### src/rtl/usb_tx_pkg.sv
// ============================================================================
//  Module      : usb_tx_pkg
//  Description : Shared types and constants for the USB transmit encoder.
//  Revision    : 1.0  initial release
// ============================================================================
`default_nettype none

package usb_tx_pkg;

    typedef enum logic [2:0] {
        ST_IDLE  = 3'd0,
        ST_SYNC  = 3'd1,
        ST_DATA  = 3'd2,
        ST_STUFF = 3'd3,
        ST_EOP1  = 3'd4,
        ST_EOP2  = 3'd5,
        ST_EOP_J = 3'd6
    } tx_state_t;

    localparam logic [7:0] SYNC_BYTE        = 8'h80;
    localparam logic [2:0] STUFF_LIMIT      = 3'd6;
    localparam logic [3:0] BIT_PERIOD_SHORT = 4'd8;
    localparam logic [3:0] BIT_PERIOD_LONG  = 4'd9;
    localparam logic [1:0] LONG_PHASE       = 2'd2;

    // Terminal count of the bit-period counter for the given 8,8,9 phase.
    function automatic logic [3:0] bit_period_last(input logic [1:0] phase);
        return ((phase == LONG_PHASE) ? BIT_PERIOD_LONG : BIT_PERIOD_SHORT) - 4'd1;
    endfunction

endpackage

`default_nettype wire

### src/rtl/flex_counter.sv
// ============================================================================
//  Module      : flex_counter
//  Description : Enabled up-counter that wraps to zero after rollover_val.
//  Revision    : 1.0  initial release
// ============================================================================
`default_nettype none

module flex_counter #(
    parameter int NUM_CNT_BITS = 4
) (
    input  logic                    clk,
    input  logic                    n_rst,
    input  logic                    clear,
    input  logic                    count_enable,
    input  logic [NUM_CNT_BITS-1:0] rollover_val,
    output logic [NUM_CNT_BITS-1:0] count_out
);

    localparam logic [NUM_CNT_BITS-1:0] C_ONE = {{(NUM_CNT_BITS-1){1'b0}}, 1'b1};

    logic [NUM_CNT_BITS-1:0] r_count;

    always_ff @(posedge clk) begin
        if (!n_rst) begin
            r_count <= '0;
        end else if (clear) begin
            r_count <= '0;
        end else if (count_enable) begin
            r_count <= (r_count == rollover_val) ? '0 : r_count + C_ONE;
        end
    end

    assign count_out = r_count;

endmodule

`default_nettype wire

### src/rtl/usb_tx_encoder.sv
// ============================================================================
//  Module      : usb_tx_encoder
//  Description : USB full-speed transmit path: SYNC, bit stuffing, NRZI, EOP.
//  Revision    : 1.0  initial release
// ============================================================================
`default_nettype none

module usb_tx_encoder
    import usb_tx_pkg::*;
(
    input  logic       clk,
    input  logic       n_rst,
    input  logic [7:0] tx_data,
    input  logic       tx_valid,
    input  logic       tx_last,
    output logic       tx_ready,
    output logic       d_plus,
    output logic       d_minus,
    output logic       tx_busy,
    output logic       tx_done,
    output logic       tx_err
);

    tx_state_t  r_state, w_state_nxt;
    logic [7:0] r_shift, w_shift_nxt;
    logic [7:0] r_hold, w_hold_nxt;
    logic       r_hold_full, w_hold_full_nxt;
    logic       r_hold_last, w_hold_last_nxt;
    logic       r_cur_last, w_cur_last_nxt;
    logic [2:0] r_ones, w_ones_nxt;
    logic [1:0] r_phase, w_phase_nxt;
    logic       r_dp, w_dp_nxt;
    logic       r_dm, w_dm_nxt;
    logic       r_err_seen, w_err_seen_nxt;
    logic       r_done, w_done_nxt;
    logic       r_err, w_err_nxt;

    logic [3:0] w_bit_cnt;
    logic [2:0] w_bit_idx;
    logic [2:0] w_idx_next;
    logic       w_busy;
    logic       w_strobe;
    logic       w_byte_end;
    logic       w_in_eop;
    logic       w_accept;
    logic       w_advance;
    logic       w_idx_adv;
    logic       w_send;
    logic       w_send_bit;

    assign w_busy     = (r_state != ST_IDLE);
    assign w_strobe   = w_busy && (w_bit_cnt == bit_period_last(r_phase));
    assign w_byte_end = (w_bit_idx == 3'd7);
    assign w_idx_next = w_bit_idx + 3'd1;
    assign w_in_eop   = (r_state == ST_EOP1) || (r_state == ST_EOP2) || (r_state == ST_EOP_J);
    assign tx_ready   = !r_hold_full && !w_in_eop;
    assign w_accept   = tx_valid && tx_ready;

    flex_counter #(.NUM_CNT_BITS(4)) u_bit_counter (
        .clk          (clk),
        .n_rst        (n_rst),
        .clear        (!w_busy),
        .count_enable (w_busy),
        .rollover_val (bit_period_last(r_phase)),
        .count_out    (w_bit_cnt)
    );

    flex_counter #(.NUM_CNT_BITS(3)) u_idx_counter (
        .clk          (clk),
        .n_rst        (n_rst),
        .clear        (!w_busy),
        .count_enable (w_idx_adv),
        .rollover_val (3'd7),
        .count_out    (w_bit_idx)
    );

    always_ff @(posedge clk) begin
        if (!n_rst) begin
            r_state     <= ST_IDLE;
            r_shift     <= '0;
            r_hold      <= '0;
            r_hold_full <= 1'b0;
            r_hold_last <= 1'b0;
            r_cur_last  <= 1'b0;
            r_ones      <= '0;
            r_phase     <= '0;
            r_dp        <= 1'b1;
            r_dm        <= 1'b0;
            r_err_seen  <= 1'b0;
            r_done      <= 1'b0;
            r_err       <= 1'b0;
        end else begin
            r_state     <= w_state_nxt;
            r_shift     <= w_shift_nxt;
            r_hold      <= w_hold_nxt;
            r_hold_full <= w_hold_full_nxt;
            r_hold_last <= w_hold_last_nxt;
            r_cur_last  <= w_cur_last_nxt;
            r_ones      <= w_ones_nxt;
            r_phase     <= w_phase_nxt;
            r_dp        <= w_dp_nxt;
            r_dm        <= w_dm_nxt;
            r_err_seen  <= w_err_seen_nxt;
            r_done      <= w_done_nxt;
            r_err       <= w_err_nxt;
        end
    end

    always_comb begin
        w_state_nxt     = r_state;
        w_shift_nxt     = r_shift;
        w_hold_nxt      = r_hold;
        w_hold_full_nxt = r_hold_full;
        w_hold_last_nxt = r_hold_last;
        w_cur_last_nxt  = r_cur_last;
        w_ones_nxt      = r_ones;
        w_phase_nxt     = r_phase;
        w_dp_nxt        = r_dp;
        w_dm_nxt        = r_dm;
        w_err_seen_nxt  = r_err_seen;
        w_done_nxt      = 1'b0;
        w_err_nxt       = 1'b0;
        w_advance       = 1'b0;
        w_idx_adv       = 1'b0;
        w_send          = 1'b0;
        w_send_bit      = 1'b0;

        if (w_accept) begin
            w_hold_nxt      = tx_data;
            w_hold_last_nxt = tx_last;
            w_hold_full_nxt = 1'b1;
        end

        if (!w_busy) begin
            w_phase_nxt = '0;
        end else if (w_strobe) begin
            w_phase_nxt = (r_phase == LONG_PHASE) ? 2'd0 : r_phase + 2'd1;
        end

        case (r_state)
            ST_IDLE: begin
                w_ones_nxt = '0;
                if (r_hold_full) begin
                    w_state_nxt    = ST_SYNC;
                    w_shift_nxt    = SYNC_BYTE;
                    w_cur_last_nxt = 1'b0;
                    w_err_seen_nxt = 1'b0;
                    w_send         = 1'b1;
                    w_send_bit     = SYNC_BYTE[0];
                end
            end
            ST_SYNC, ST_DATA: begin
                if (w_strobe) begin
                    if (r_ones == STUFF_LIMIT) begin
                        w_state_nxt = ST_STUFF;
                        w_dp_nxt    = r_dm;
                        w_dm_nxt    = r_dp;
                        w_ones_nxt  = '0;
                    end else begin
                        w_advance = 1'b1;
                    end
                end
            end
            ST_STUFF: begin
                if (w_strobe) begin
                    w_advance = 1'b1;
                end
            end
            ST_EOP1: begin
                w_ones_nxt = '0;
                if (w_strobe) begin
                    w_state_nxt = ST_EOP2;
                end
            end
            ST_EOP2: begin
                if (w_strobe) begin
                    w_state_nxt = ST_EOP_J;
                    w_dp_nxt    = 1'b1;
                    w_dm_nxt    = 1'b0;
                end
            end
            ST_EOP_J: begin
                if (w_strobe) begin
                    w_state_nxt = ST_IDLE;
                    w_done_nxt  = !r_err_seen;
                end
            end
            default: begin
                w_state_nxt = ST_IDLE;
                w_dp_nxt    = 1'b1;
                w_dm_nxt    = 1'b0;
            end
        endcase

        // Stuff bits never advance the index, so the byte boundary is handled here for both paths.
        if (w_advance) begin
            w_idx_adv = 1'b1;
            if (!w_byte_end) begin
                w_state_nxt = (r_state == ST_STUFF) ? ST_DATA : r_state;
                w_send      = 1'b1;
                w_send_bit  = r_shift[w_idx_next];
            end else if (r_cur_last) begin
                w_state_nxt = ST_EOP1;
                w_dp_nxt    = 1'b0;
                w_dm_nxt    = 1'b0;
            end else if (r_hold_full) begin
                w_state_nxt     = ST_DATA;
                w_shift_nxt     = r_hold;
                w_cur_last_nxt  = r_hold_last;
                w_hold_full_nxt = 1'b0;
                w_send          = 1'b1;
                w_send_bit      = r_hold[0];
            end else begin
                w_state_nxt    = ST_EOP1;
                w_dp_nxt       = 1'b0;
                w_dm_nxt       = 1'b0;
                w_err_nxt      = 1'b1;
                w_err_seen_nxt = 1'b1;
            end
        end

        if (w_send) begin
            if (w_send_bit) begin
                w_ones_nxt = r_ones + 3'd1;
            end else begin
                w_dp_nxt   = r_dm;
                w_dm_nxt   = r_dp;
                w_ones_nxt = '0;
            end
        end
    end

    assign d_plus  = r_dp;
    assign d_minus = r_dm;
    assign tx_busy = w_busy;
    assign tx_done = r_done;
    assign tx_err  = r_err;

endmodule

`default_nettype wire

### config.mk
export PLATFORM = sky130hd
export DESIGN_NAME = usb_tx_encoder
export DESIGN_NICKNAME = d
export VERILOG_FILES = /design/src/rtl/usb_tx_pkg.sv /design/src/rtl/flex_counter.sv /design/src/rtl/usb_tx_encoder.sv
export SDC_FILE = /design/constraint.sdc
export NUM_CORES = 1
export LEC_CHECK = 0
export ABC_AREA = 1
export BUFFER_PORTS_ARGS = -buffer_cell sky130_fd_sc_hd__clkbuf_2
export CAP_MARGIN = 30
export CORE_MARGIN = 3
export CORE_UTILIZATION = 50
export CTS_CLUSTER_DIAMETER = 80
export DETAILED_ROUTE_END_ITERATION = 8
export MAX_ROUTING_LAYER = met4
export PLACE_DENSITY = 0.72
export SYNTH_ARGS = -nofsm -noshare
export SYNTH_HDL_FRONTEND = slang
export SYNTH_SLANG_ARGS = --single-unit
### constraint.sdc
create_clock -name clk -period 1.5 [get_ports clk]
set_input_delay 0.15 -clock clk [delete_from_list [all_inputs] [get_ports clk]]
set_output_delay 0.15 -clock clk [all_outputs]
set_load 0.005 [all_outputs]
; After elaboration in Yosys (flattened, before gate mapping)
; Index checks and enable logic that the tools add are counted.
[totals]
out_inout_bits = 6
ff_bits = 39
in_bits = 12
word_cells = 146
[op_classes]
n_eq_ne = 20
n_bitwise = 4
addsub = 5
mux = 81
reduce_logical = 20
order_cmp = 1
[op_table]
columns = operator, count
row1 = $mux 1, 52
row2 = $mux 3, 16
row3 = $mux 8, 6
row4 = $ne 3x3->1 const B, 8
row5 = $pmux 3 s6, 1
row6 = $eq 3x3->1 const B, 5
row7 = $reduce_and 8->1, 1
row8 = $reduce_or 4->1, 2
row9 = $add 3x1->3 const B, 2
row10 = $eq 3x2->1 const B, 2
row11 = $pmux 1 s3, 2
row12 = $pmux 3 s2, 1
row13 = $reduce_and 3->1, 2
row14 = $reduce_bool 3->1, 2
row15 = $add 4x1->4 const B, 1
row16 = $eq 4x4->1, 1
row17 = $lt 3x4->1 const B, 1
row18 = $not 1->1, 4
row19 = $reduce_or 2->1, 2
row20 = $sub 4x1->4 const B, 1
row21 = $bmux 1 s3, 1
row22 = $eq 3x1->1 const B, 1
row23 = $logic_and 1x1->1, 3
row24 = $logic_not 1->1, 3
row25 = other kinds (10), 11

; Longest topological paths before layout
[logic_depth]
ltp_word = 13
depth_mapped = 13
mapped_depth_nobuf = 13

; By module
; A second synthesis with hierarchy kept.
[hier_totals]
cells_unflattened = 333
area_unflattened_um2 = 2263.4
[by_module_without_submodules]
columns = mod, cells_per_inst, n_inst, area_per_inst_um2
row1 = usb_tx_encoder, 266, 1, 1826.8
row2 = flex_counter at u_bit_counter, 36, 1, 244.0
row3 = flex_counter at u_idx_counter, 31, 1, 192.7

; Worst setup path after synthesis
; OpenSTA, ideal clock, no wires.
[synth_path]
path_kind = register to register
startpoint = register r_phase[1]
endpoint = register r_state[0]
setup_time_ps = 112
t_arrival_ps = 1429
stages_incl_launch_ff = 14
path_buffers = 0
slack_ps = -40
synth_period_minus_slack_ps = 1540
cell_sequence = dfxtp_1 -> inv_2 -> nor2_1 -> nand2_1 -> nand2_2 -> nand2_2 -> nor2_4 -> nand2_2 -> nor2_1 -> nand2_1 -> nand2_2 -> inv_2 -> nor2_1 -> nor2_1
[synth_via]
elab_chain_cells = 9
elab_cells_between_ends = 18
classes_between = add/sub (1) / eq/ne (10) / mux (5) / reduce/logical (2)
[synth_rtl]
columns = element, line_no
row1 = start: declaration, usb_tx_encoder.sv:31  ; logic [1:0] r_phase, w_phase_nxt;
row2 = start signal: assignment, usb_tx_encoder.sv:100  ; r_phase <= w_phase_nxt;
row3 = $eq 2x2->1 *, usb_tx_pkg.sv:28  ; return ((phase == LONG_PHASE) ? BIT_PERIOD_LONG : BIT_PERIOD_SHORT) - 4'd1;
row4 = $mux 1 *, usb_tx_pkg.sv:28
row5 = $sub 4x1->4 *, usb_tx_pkg.sv:28
row6 = $eq 4x4->1 *, usb_tx_encoder.sv:52  ; assign w_strobe = w_busy && (w_bit_cnt == bit_period_last(r_phase));
row7 = $logic_and 1x1->1 *, usb_tx_encoder.sv:52
row8 = "$mux 1, on equally long branches", "usb_tx_encoder.sv:165, usb_tx_encoder.sv:153"
row9 = $pmux 1 s2, usb_tx_encoder.sv:140  ; case (r_state)
row10 = $ne 3x3->1 (no line) (tied with other cells), n/a
row11 = $reduce_and 8->1 (no line), n/a
row12 = end signal: assignment, usb_tx_encoder.sv:93  ; r_state <= w_state_nxt;
row13 = end: declaration, usb_tx_encoder.sv:24  ; tx_state_t r_state, w_state_nxt;
; Mark *: on every way between the ends. The rest lies on a longest branch, timed or not.
; A chain may end at the register's enable or synchronous reset.

; Final worst setup path
[layout_path]
startpoint = register u_bit_counter.r_count[1], in the netlist u_bit_counter.count_out[1]
endpoint = register r_dp, in the netlist d_plus
[layout_via]
elab_chain_cells = 10
elab_cells_between_ends = 16
classes_between = eq/ne (1) / mux (14) / reduce/logical (1)
[layout_rtl]
columns = element, line_no
row1 = start: declaration, flex_counter.sv:21  ; logic [NUM_CNT_BITS-1:0] r_count;
row2 = start signal: assignment, flex_counter.sv:29  ; r_count <= (r_count == rollover_val) ? '0 : r_count + C_ONE;
row3 = $eq 4x4->1 *, usb_tx_encoder.sv:52
row4 = $logic_and 1x1->1 *, usb_tx_encoder.sv:52
row5 = "$mux 1, on equally long branches", "usb_tx_encoder.sv:176, usb_tx_encoder.sv:153"
row6 = $pmux 1 s3, usb_tx_encoder.sv:140
row7 = $mux 1, usb_tx_encoder.sv:206  ; end else if (r_hold_full) begin
row8 = $mux 1, usb_tx_encoder.sv:202  ; end else if (r_cur_last) begin
row9 = $mux 1, usb_tx_encoder.sv:198  ; if (!w_byte_end) begin
row10 = $mux 1, usb_tx_encoder.sv:196  ; if (w_advance) begin
row11 = $mux 1, usb_tx_encoder.sv:223  ; if (w_send_bit) begin
row12 = $mux 1 *, usb_tx_encoder.sv:222  ; if (w_send) begin
row13 = end signal: assignment, usb_tx_encoder.sv:101  ; r_dp <= w_dp_nxt;
row14 = end: declaration, usb_tx_encoder.sv:32  ; logic r_dp, w_dp_nxt;
; Marked as above.

==> reports/summary.txt <==
Run status = finished, violations left
Failing checks = negative setup slack
Kind of critical path = flip-flop to flip-flop
Post-DR wirelength/cell = 13.03 um
Die X-Extent = 69.24 um
CP Launch Type = flip-flop
Synthesis warning total = 0
DP HPWL = 3.387 mm
Worst slew pin tran = 0.3001 ns
DRC = 0
Root buffer cell = clkbuf_8
Setup_tns = -2.218 ns
Clk pwr share = 0.190
Slowest-stage cell, CP = dfxtp_2
Req. time, crit path = 1.70 ns
Top-level I/O count = 18
Drt total wl = 5.250 mm
Initial antenna violation count = 0
Height of the die = 69.24 um
First-pass GRT wire length = 7.769 mm
EDFF count, synth = 0
Sw power = 1.470 mW
Finished Layout Cells = 403
Number of synthesized register bits = 39
Area leader, netlist = dfxtp_1
Tcrit/Tclk final = 1.162
Layout cells sized above 1 = 0.4254
Final slew viol count = 0
Critical-path cell list = nor2_1 -> nand2_2 -> nand2_4 -> nand2_4 -> nor2_4 -> nand4_1 -> nand2_4 -> nor2_2 -> a21oi_2 -> nand2_1
Core area = 3744 sq um
Sequential share of power = 0.361
Drt pass-1 iters = 4
Most common flop cell mapped by yosys = dfxtp_1
Crit path DAT = 1.94 ns
Unique masters post-synth = 28
Most common cell in the netlist = nand2_1
DR vias = 2123
Yosys top cell area share = 0.3905
Grt ovf = 0
GRT Total Usage = 0.2046
FFs w/ async S/R, synth = 0
Placed Cells = 384
Die area = 4793 sq um
Min cycle time layout = 1.743 ns
Crit path capture type = flip-flop
Max cap viols = 0
CP Max Fanout = 6
Most instantiated cells after synthesis = 77 x nand2_1, 39 x dfxtp_1, 30 x nand3_1, 29 x a21oi_1
1st-iter DRT viols = 161
Clk Latency, worst-skew pair = 0.30 ns
Mapped Cells = 291
# setup viols final = 19
Via/cell ratio = 5.268
Combinational group share of total power = 0.449
Internal power = 2.216 mW
ANT cells = 0
Nets = 371
VDD IR-drop max = 861.5 uV
Cell row count = 22
Vias in the first global route = 1830
Sw Ratio = 0.3988
Most numerous cell on the critical path = nand2_4
Largest net degree at the start of global routing = 20
HP Class = input pin to flip-flop
Net Count, Synth = 308
CTS Buf Count = 5
Slew headroom = 0.7981
CP bufs+invs = 0
Lkg Pwr = 1.309 nW
Placement Setup Slack = -0.1404 ns
Crit-path max cell delay = 0.34 ns
Final hold vios = 0
FILL cells = 280
Port buffer count = 17
Initial Utilization = 0.5341
Hold WS = 0.09820 ns
Worst-path clk slew = 0.08 ns
Setup Skew = 0.009737 ns
Register area share after synthesis = 0.3905
RSZ-0062 raised after global routing = true
Bufs on Longest Clock Path = 2
Final antenna-violating net count = 0
Mean Syn Cell Area = 6.871 sq um
CTS tree = done
H-Tree Depth = 2
Top delay family on crit path = simple AND/OR/NAND/NOR gates
Top cells by area, synth = dfxtp_1 39%, nand2_1 14%, nand3_1 7.5%
Mapped cell area = 1999 sq um
Clock Sinks = 39
Pwr Density = 1309 nW/um^2
Fmax = 0.5738 GHz
Layout area overhead = 40.80%
Routability congestion estimate = 0.8672
Final WS setup = -0.2428 ns
-- stage by stage --
stage | utilization | total power [mW] | area (sq um)
floorplan | - | 2.181 | 2036
finish | 0.7520 | 3.686 | 2815
CTS | 0.6825 | 3.472 | 2555
global route | 0.7520 | 3.915 | 2815
global placement | 0.6437 | 2.690 | 2410
detailed placement | 0.6437 | 2.717 | 2410
-- cells by family after synthesis --
logic type | Yosys count | synth area share
buf+inv | 42 | 0.07884
xor+xnor | 3 | 0.01314
fa+ha+maj | 5 | 0.03129
flops | 39 | 0.3905
compound gates | 46 | 0.1239
simple gates | 156 | 0.3623
-- power groups by stage --
| stage | combinational (mW) | sequential, mW | clock (mW) |
|---|---|---|---|
| finish | 1.66 | 1.33 | 0.699 |
| global route | 1.81 | 1.35 | 0.756 |
| CTS | 1.45 | 1.31 | 0.710 |
| detailed placement | 1.40 | 1.32 | 0 |
| global placement | 1.37 | 1.32 | 0 |
| floorplan | 0.877 | 1.30 | 0 |
-- routing by layer --
| metal | vias to the layer above | wire, um | global-route usage |
|---|---|---|---|
| met2 | 81 | 2678 | 0.3347 |
| met4 | 0 | 127 | 0.08460 |
| met3 | 17 | 311 | 0.05797 |
| li1 | 1059 | - | - |
| met5 | - | 0 | - |
| met1 | 966 | 2132 | 0.2347 |
-- worst paths after layout --
check | start | to | slack [ns] | cells past startpoint
max | u_bit_counter.count_out[1] | d_plus | -0.24 | 10
min | tx_data[3] | r_hold[3] | 0.1 | 3
max reg2reg | u_bit_counter.count_out[1] | d_plus | -0.24 | 10
min reg2reg | flip-flop | flip-flop | 0.45 | 2
-- cells in the final DEF, fill, tap and decap left out, types with 2 or more instances in the layout --
master and count:
inv_2 11, nand2_1 62, a21oi_2 7, nand2_4 11, a21oi_1 22, a211oi_1 2
buf_6 4, clkbuf_1 2, ha_4 3, clkbuf_8 5, nand3_1 28, nand2_2 16
inv_1 25, dfxtp_2 7, nand3_4 2, nor2_1 20, o21ai_2 5, clkbuf_2 17
nor2_2 4, buf_4 40, dfxtp_4 4, nor2_4 8, dfxtp_1 28, o21ai_0 6
nand3_2 2, xor2_1 2, ha_1 2
-- area by class of cell --
class | instances | area (sq um) | share of cell area
Multi-Input combinational cell | 210 | 1297 | 0.4609
Sequential cell | 39 | 804.5 | 0.2858
Timing Repair Buffer | 61 | 430.4 | 0.1529
Inverter | 37 | 141.4 | 0.05022
Clock buffer | 7 | 76.32 | 0.02711
Tap cell | 48 | 60.06 | 0.02133
Clock inverter | 1 | 5.005 | 0.001778
-- what timing repair did --
item / in CTS / in global routing
endpoints found under the setup margin: 21 / 24
gates cloned: 0 / 0
hold buffers: 0 / 0
buffers inserted: 1 / 11
resized for setup: 19 / 51
pin swaps: 14 / 25
-- worst register-to-register path, cell delays in order, from the launching register on --
cell     delay [ns]
dfxtp_2        0.34
nor2_1         0.17
nand2_2        0.09
nand2_4        0.08
nand2_4        0.06
nor2_4         0.22
nand4_1        0.27
nand2_4        0.19
nor2_2         0.06
a21oi_2        0.11
nand2_1        0.06
Note: power is estimated with default switching activity, not from simulation.
